<file path="config.mk">
export PLATFORM = sky130hd
export DESIGN_NAME = rr_stream_mux
export DESIGN_NICKNAME = d
export VERILOG_FILES = /design/src/rtl/rr_stream_mux.sv
export SDC_FILE = /design/constraint.sdc
export NUM_CORES = 1
export LEC_CHECK = 0
export BUFFER_PORTS_ARGS = -buffer_cell sky130_fd_sc_hd__buf_2
export CORE_MARGIN = 3
export CORE_UTILIZATION = 45
export CTS_BUF_LIST = sky130_fd_sc_hd__clkbuf_16
export DETAILED_ROUTE_END_ITERATION = 8
export HOLD_SLACK_MARGIN = 0.03
export PLACE_DENSITY = 0.94
export SETUP_SLACK_MARGIN = 0.02
export SLEW_MARGIN = 20
export SYNTH_ARGS = -nofsm -noshare
export SYNTH_HDL_FRONTEND = slang
export SYNTH_SLANG_ARGS = --single-unit
</file>
<file path="constraint.sdc">
create_clock -name clk -period 2.9 [get_ports clk]
set_clock_uncertainty 0.05 [all_clocks]
set_input_delay 0.29 -clock clk [delete_from_list [all_inputs] [get_ports clk]]
set_output_delay 0.29 -clock clk [all_outputs]
set_load 0.02 [all_outputs]
</file>
<file path="src/rtl/rr_stream_mux.sv">
// Round-robin N-channel valid/ready stream mux with one registered output stage.
// Define RRMUX_PKT_LOCK_EN to hold the grant for a whole packet (until in_last).
module rr_stream_mux #(
    parameter int WIDTH = 32,
    parameter int CH    = 4,
    localparam int SW   = (CH > 1) ? $clog2(CH) : 1
) (
    input  logic                  clk,
    input  logic                  rstn,
    input  logic [CH*WIDTH-1:0]   in_data,
    input  logic [CH-1:0]         in_valid,
    input  logic [CH-1:0]         in_last,
    output logic [CH-1:0]         in_ready,
    output logic [WIDTH-1:0]      out_data,
    output logic                  out_valid,
    output logic                  out_last,
    output logic [SW-1:0]         out_sel,
    input  logic                  out_ready
);

    logic [SW-1:0]    ptr_q, ptr_d;
    logic [SW-1:0]    scan_idx;
    logic [SW-1:0]    cand;
    logic             scan_vld;
    logic [SW-1:0]    sel;
    logic             sel_vld;
    logic             sel_last;
    logic [WIDTH-1:0] sel_data;
    logic             load;
    logic             xfer;

    logic [WIDTH-1:0] out_data_q, out_data_d;
    logic             out_valid_q, out_valid_d;
    logic             out_last_q, out_last_d;
    logic [SW-1:0]    out_sel_q, out_sel_d;

    // Scan from ptr+CH down to ptr+1 so the nearest valid channel after ptr wins last.
    always_comb begin
        scan_vld = 1'b0;
        scan_idx = '0;
        cand     = '0;
        for (int k = CH; k >= 1; k--) begin
            cand = SW'((int'(ptr_q) + k) % CH);
            if (in_valid[cand]) begin
                scan_vld = 1'b1;
                scan_idx = cand;
            end
        end
    end

`ifdef RRMUX_PKT_LOCK_EN
    typedef enum logic {IDLE, LOCK} state_e;
    state_e        state_q, state_d;
    logic [SW-1:0] cur_q, cur_d;

    assign sel     = (state_q == LOCK) ? cur_q : scan_idx;
    assign sel_vld = (state_q == LOCK) | scan_vld;

    always_comb begin
        state_d = state_q;
        cur_d   = cur_q;
        ptr_d   = ptr_q;
        case (state_q)
            IDLE: begin
                if (xfer) begin
                    if (sel_last) begin
                        ptr_d = sel;
                    end else begin
                        state_d = LOCK;
                        cur_d   = sel;
                    end
                end
            end
            LOCK: begin
                if (xfer && sel_last) begin
                    state_d = IDLE;
                    ptr_d   = cur_q;
                end
            end
            default: state_d = IDLE;
        endcase
    end

    always_ff @(posedge clk or negedge rstn) begin
        if (!rstn) begin
            state_q <= IDLE;
            cur_q   <= '0;
        end else begin
            state_q <= state_d;
            cur_q   <= cur_d;
        end
    end
`else
    assign sel     = scan_idx;
    assign sel_vld = scan_vld;

    // Without packet lock every beat is its own arbitration round.
    always_comb begin
        ptr_d = ptr_q;
        if (xfer) begin
            ptr_d = sel;
        end
    end
`endif

    assign load     = out_ready | ~out_valid_q;
    assign sel_data = in_data[int'(sel)*WIDTH +: WIDTH];
    assign sel_last = in_last[sel];
    assign xfer     = rstn & load & sel_vld & in_valid[sel];

    // in_ready is gated by rstn so nothing is offered while reset is held.
    always_comb begin
        in_ready = '0;
        if (rstn && load && sel_vld) begin
            in_ready[sel] = 1'b1;
        end
    end

    always_comb begin
        out_data_d  = out_data_q;
        out_valid_d = out_valid_q;
        out_last_d  = out_last_q;
        out_sel_d   = out_sel_q;
        if (load) begin
            out_valid_d = xfer;
            if (xfer) begin
                out_data_d = sel_data;
                out_last_d = sel_last;
                out_sel_d  = sel;
            end
        end
    end

    always_ff @(posedge clk or negedge rstn) begin
        if (!rstn) begin
            ptr_q       <= SW'(CH - 1);
            out_data_q  <= '0;
            out_valid_q <= 1'b0;
            out_last_q  <= 1'b0;
            out_sel_q   <= '0;
        end else begin
            ptr_q       <= ptr_d;
            out_data_q  <= out_data_d;
            out_valid_q <= out_valid_d;
            out_last_q  <= out_last_d;
            out_sel_q   <= out_sel_d;
        end
    end

    assign out_data  = out_data_q;
    assign out_valid = out_valid_q;
    assign out_last  = out_last_q;
    assign out_sel   = out_sel_q;

endmodule
</file>
==> metrics.md <==
| Metric | Value |
|---|---|
| Cts hold-fix bufs | 0 |
| Inst Count DP | 455 |
| Placed inst area | 3480 µm² |
| Setup TNS | 0 ns |
| Core area | 5570 µm² |
| Die Y | 82.1 µm |
| Drt first pass iters | 4 |
| RSZ-0062 raised after global routing | no |
| MaxCap Viol Count | 0 |
| Non-filler cells, final | 464 |
| Share of cells above drive strength 1 | 0.592 |
| Total power | 0.00276 W |
| Starting Density | 0.468 |
| Fillers | 433 |
| Final worst setup slack | 0.447 ns |
| Launch point of the worst path | ptr_q[0]$_DFFE_PN1P_ |
| Max Fclk | 408 MHz |
| Synth area leaders | dfrtp_1, mux2i_1, a221oi_2, nor2_1, buf_6 |
| Ant. Diodes | 0 |
| Run status | finished clean |
| CP Max Fanout | 19 |
| Gr busiest metal | met2 |
| Cell Pwr Density | 751 nW/µm² |
| Final setup violating endpoints | 0 |
| Hold Vio Cnt, Final | 0 |
| Io pins | 179 |
| Crit. End Element | output port |
| Fin crit period | 2.45 ns |
| Slew Viols, Final | 0 |
| Aggregate global-route resource usage | 0.206 |
| Mean Syn Cell Area | 12.0 µm² |
| DRC | 0 |
| Buffer count from post-CTS setup fixing | 0 |
| Met3 Use GR | 0.0401 |
| Root buffer cell | clkbuf_16 |
| Vias/cell | 5.24 |
| # H-tree levels | 2 |
| Hold Crit Class | input pin to async pin |
| Area growth syn-to-layout | 40.7% |
| Synth area leader | dfrtp_1 |
| Via count | 2431 |
| Final period util | 0.846 |
| TritonCTS clock tree | done |
| Global-route wire length before repair | 10700 µm |
| Sequential cell area | 953 µm² |
| Distinct cell type count after synthesis | 30 |
| Antenna-violating nets left | 0 |
| Yosys top cell area share | 0.345 |
| GR met1 Demand/Resource | 0.209 |
| Syn nets | 357 |
| Nets@finish | 530 |
| Worst path required time | 2.56 ns |
| Critical Path Source Type | flop |
| Post-CTS Resized | 0 |
| Cell count after synthesis | 218 |
| Worst slack, placed | 0.418 ns |
| Inserted Clock Buffers | 5 |
| CTS max path bufs | 2 |
| R2r startpoint | ptr_q[1]$_DFFE_PN1P_ |
| Worst-path clk slew | 0.06 ns |
| WL/cell | 16.0 µm |
| Ys Warns | 0 |
| Port bufs | 178 |
| Post-synthesis sequential area ratio | 0.365 |
| Worst-margin pin slew | 0.558 ns |
| DR iter-0 viols | 86 |
| Pleak | 1.93 nW |
| Headroom to the max-slew limit | 0.627 |
| Met2 Use GR | 0.415 |
| Initial antenna violation count | 0 |
| Max VDD drop | 0.000447 V |
| Die Wd | 82.1 µm |
| Fin area | 3670 µm² |
| Clk_lat worst skew | 0.28 ns |
| Largest net degree at the start of global routing | 40 |
| Yosys reg bits | 38 |
| Final HPWL DP | 5850 µm |
| Data arrival, critical path | 2.11 ns |
| Syn Std Cell Area | 2610 µm² |
| Vias in the first global route | 2430 |
| Clock sinks | 38 |
| RePlAce Congestion | 0.726 |
| Die ar. | 6750 µm² |
| Routed WL | 7430 µm |
| Grt ovf | 0 |
| Multi-input logic area | 1480 µm² |
| Crit Path Category | flop to output port |
| Core Rows | 27 |
stage by stage:
stage / util / hold slack [ns]
after detailed placement: 0.624 / 0.365
after global routing: 0.659 / 0.0981
after floorplan: - / -0.0556
final: 0.659 / 0.0436
after global placement: 0.624 / 0.350
after CTS: 0.654 / 0.0700
layer usage:
metal,vias to the layer above,share of wire
li1,1178,-
met1,1131,0.36
met2,112,0.55
met3,10,0.085
met4,0,0.0097
met5,-,0
cell usage after synthesis:
master	n
dfrtp_1	36
inv_1	1
nor2_1	36
and2_1	1
and2b_1	1
a221oi_2	31
buf_4	2
and2_4	1
clkbuf_1	4
and3_1	1
buf_12	1
or2_4	1
o221a_1	1
nand2b_1	2
a21oi_1	4
o311ai_2	1
nor2_2	1
a21o_1	2
a221oi_1	2
mux2i_1	67
buf_8	1
nand2_1	3
o311a_1	1
buf_6	10
a211oi_4	1
nor2b_1	1
dfstp_2	2
buf_2	1
nor3_1	1
a22o_1	1
layout by cell type (no fill, tap or decap), drive strengths merged, types with 2 or more instances in the layout:
cell	count
a221oi	33
mux2i	67
nor2	37
and2	2
buf	185
clkbuf	5
dfstp	2
a21o	2
dfrtp	36
nand2b	2
nand2	3
a21oi	4
clkinv	2
worst max-delay path, stage by stage (launching register included):
cell and delay, ns:
dfstp_2 0.56, nand2b_1 0.13, nor2_1 0.07, a211oi_4 0.32
and2_4 0.41, and2b_1 0.18, buf_2 0.16
area by class of cell:
class,instances,area share
inverters,1,0.00102
clock buffers,5,0.0341
multi-input cells,160,0.404
well taps,72,0.0245
flip-flops and latches,38,0.260
repair buffers,185,0.266
clock inverters,3,0.0109
power by group:
group,switching [W],internal (W)
clock network,0.000207,0.000402
registers,0.000109,0.000720
logic,0.000753,0.000565
total,0.00107,0.00169
flip-flops by register name (all words and copies together) (netlist names):
register	count
out_sel	2
out_data	32
out_valid	1
out_last	1
ptr_q	2
cell families (layout without fill, tap and decap cells):
group	after synthesis	in the layout	share of synthesized area
AOI/OAI and AO/OA	44	44	0.224
and+or+nand+nor	49	49	0.0820
buffers and inverters	20	194	0.0715
muxes	67	67	0.257
DFF	38	38	0.365
final timing paths:
check / endpoint / slack, ns / cells after the start
setup reg to reg: out_data[28]$_DFFE_PN0P_ / 0.57 / 6
setup / recovery: in_ready[3] / 0.45 / 6
min in group clk: out_valid$_DFFE_PN0N_ / 0.28 / 3
hold reg to reg: out_sel[1]$_DFFE_PN0P_ / 0.45 / 1
max in group asynchronous: ptr_q[1]$_DFFE_PN1P_ / 2.40 / 2
hold / removal: out_valid$_DFFE_PN0N_ / 0.04 / 2
(Power assumes the default switching activity.)
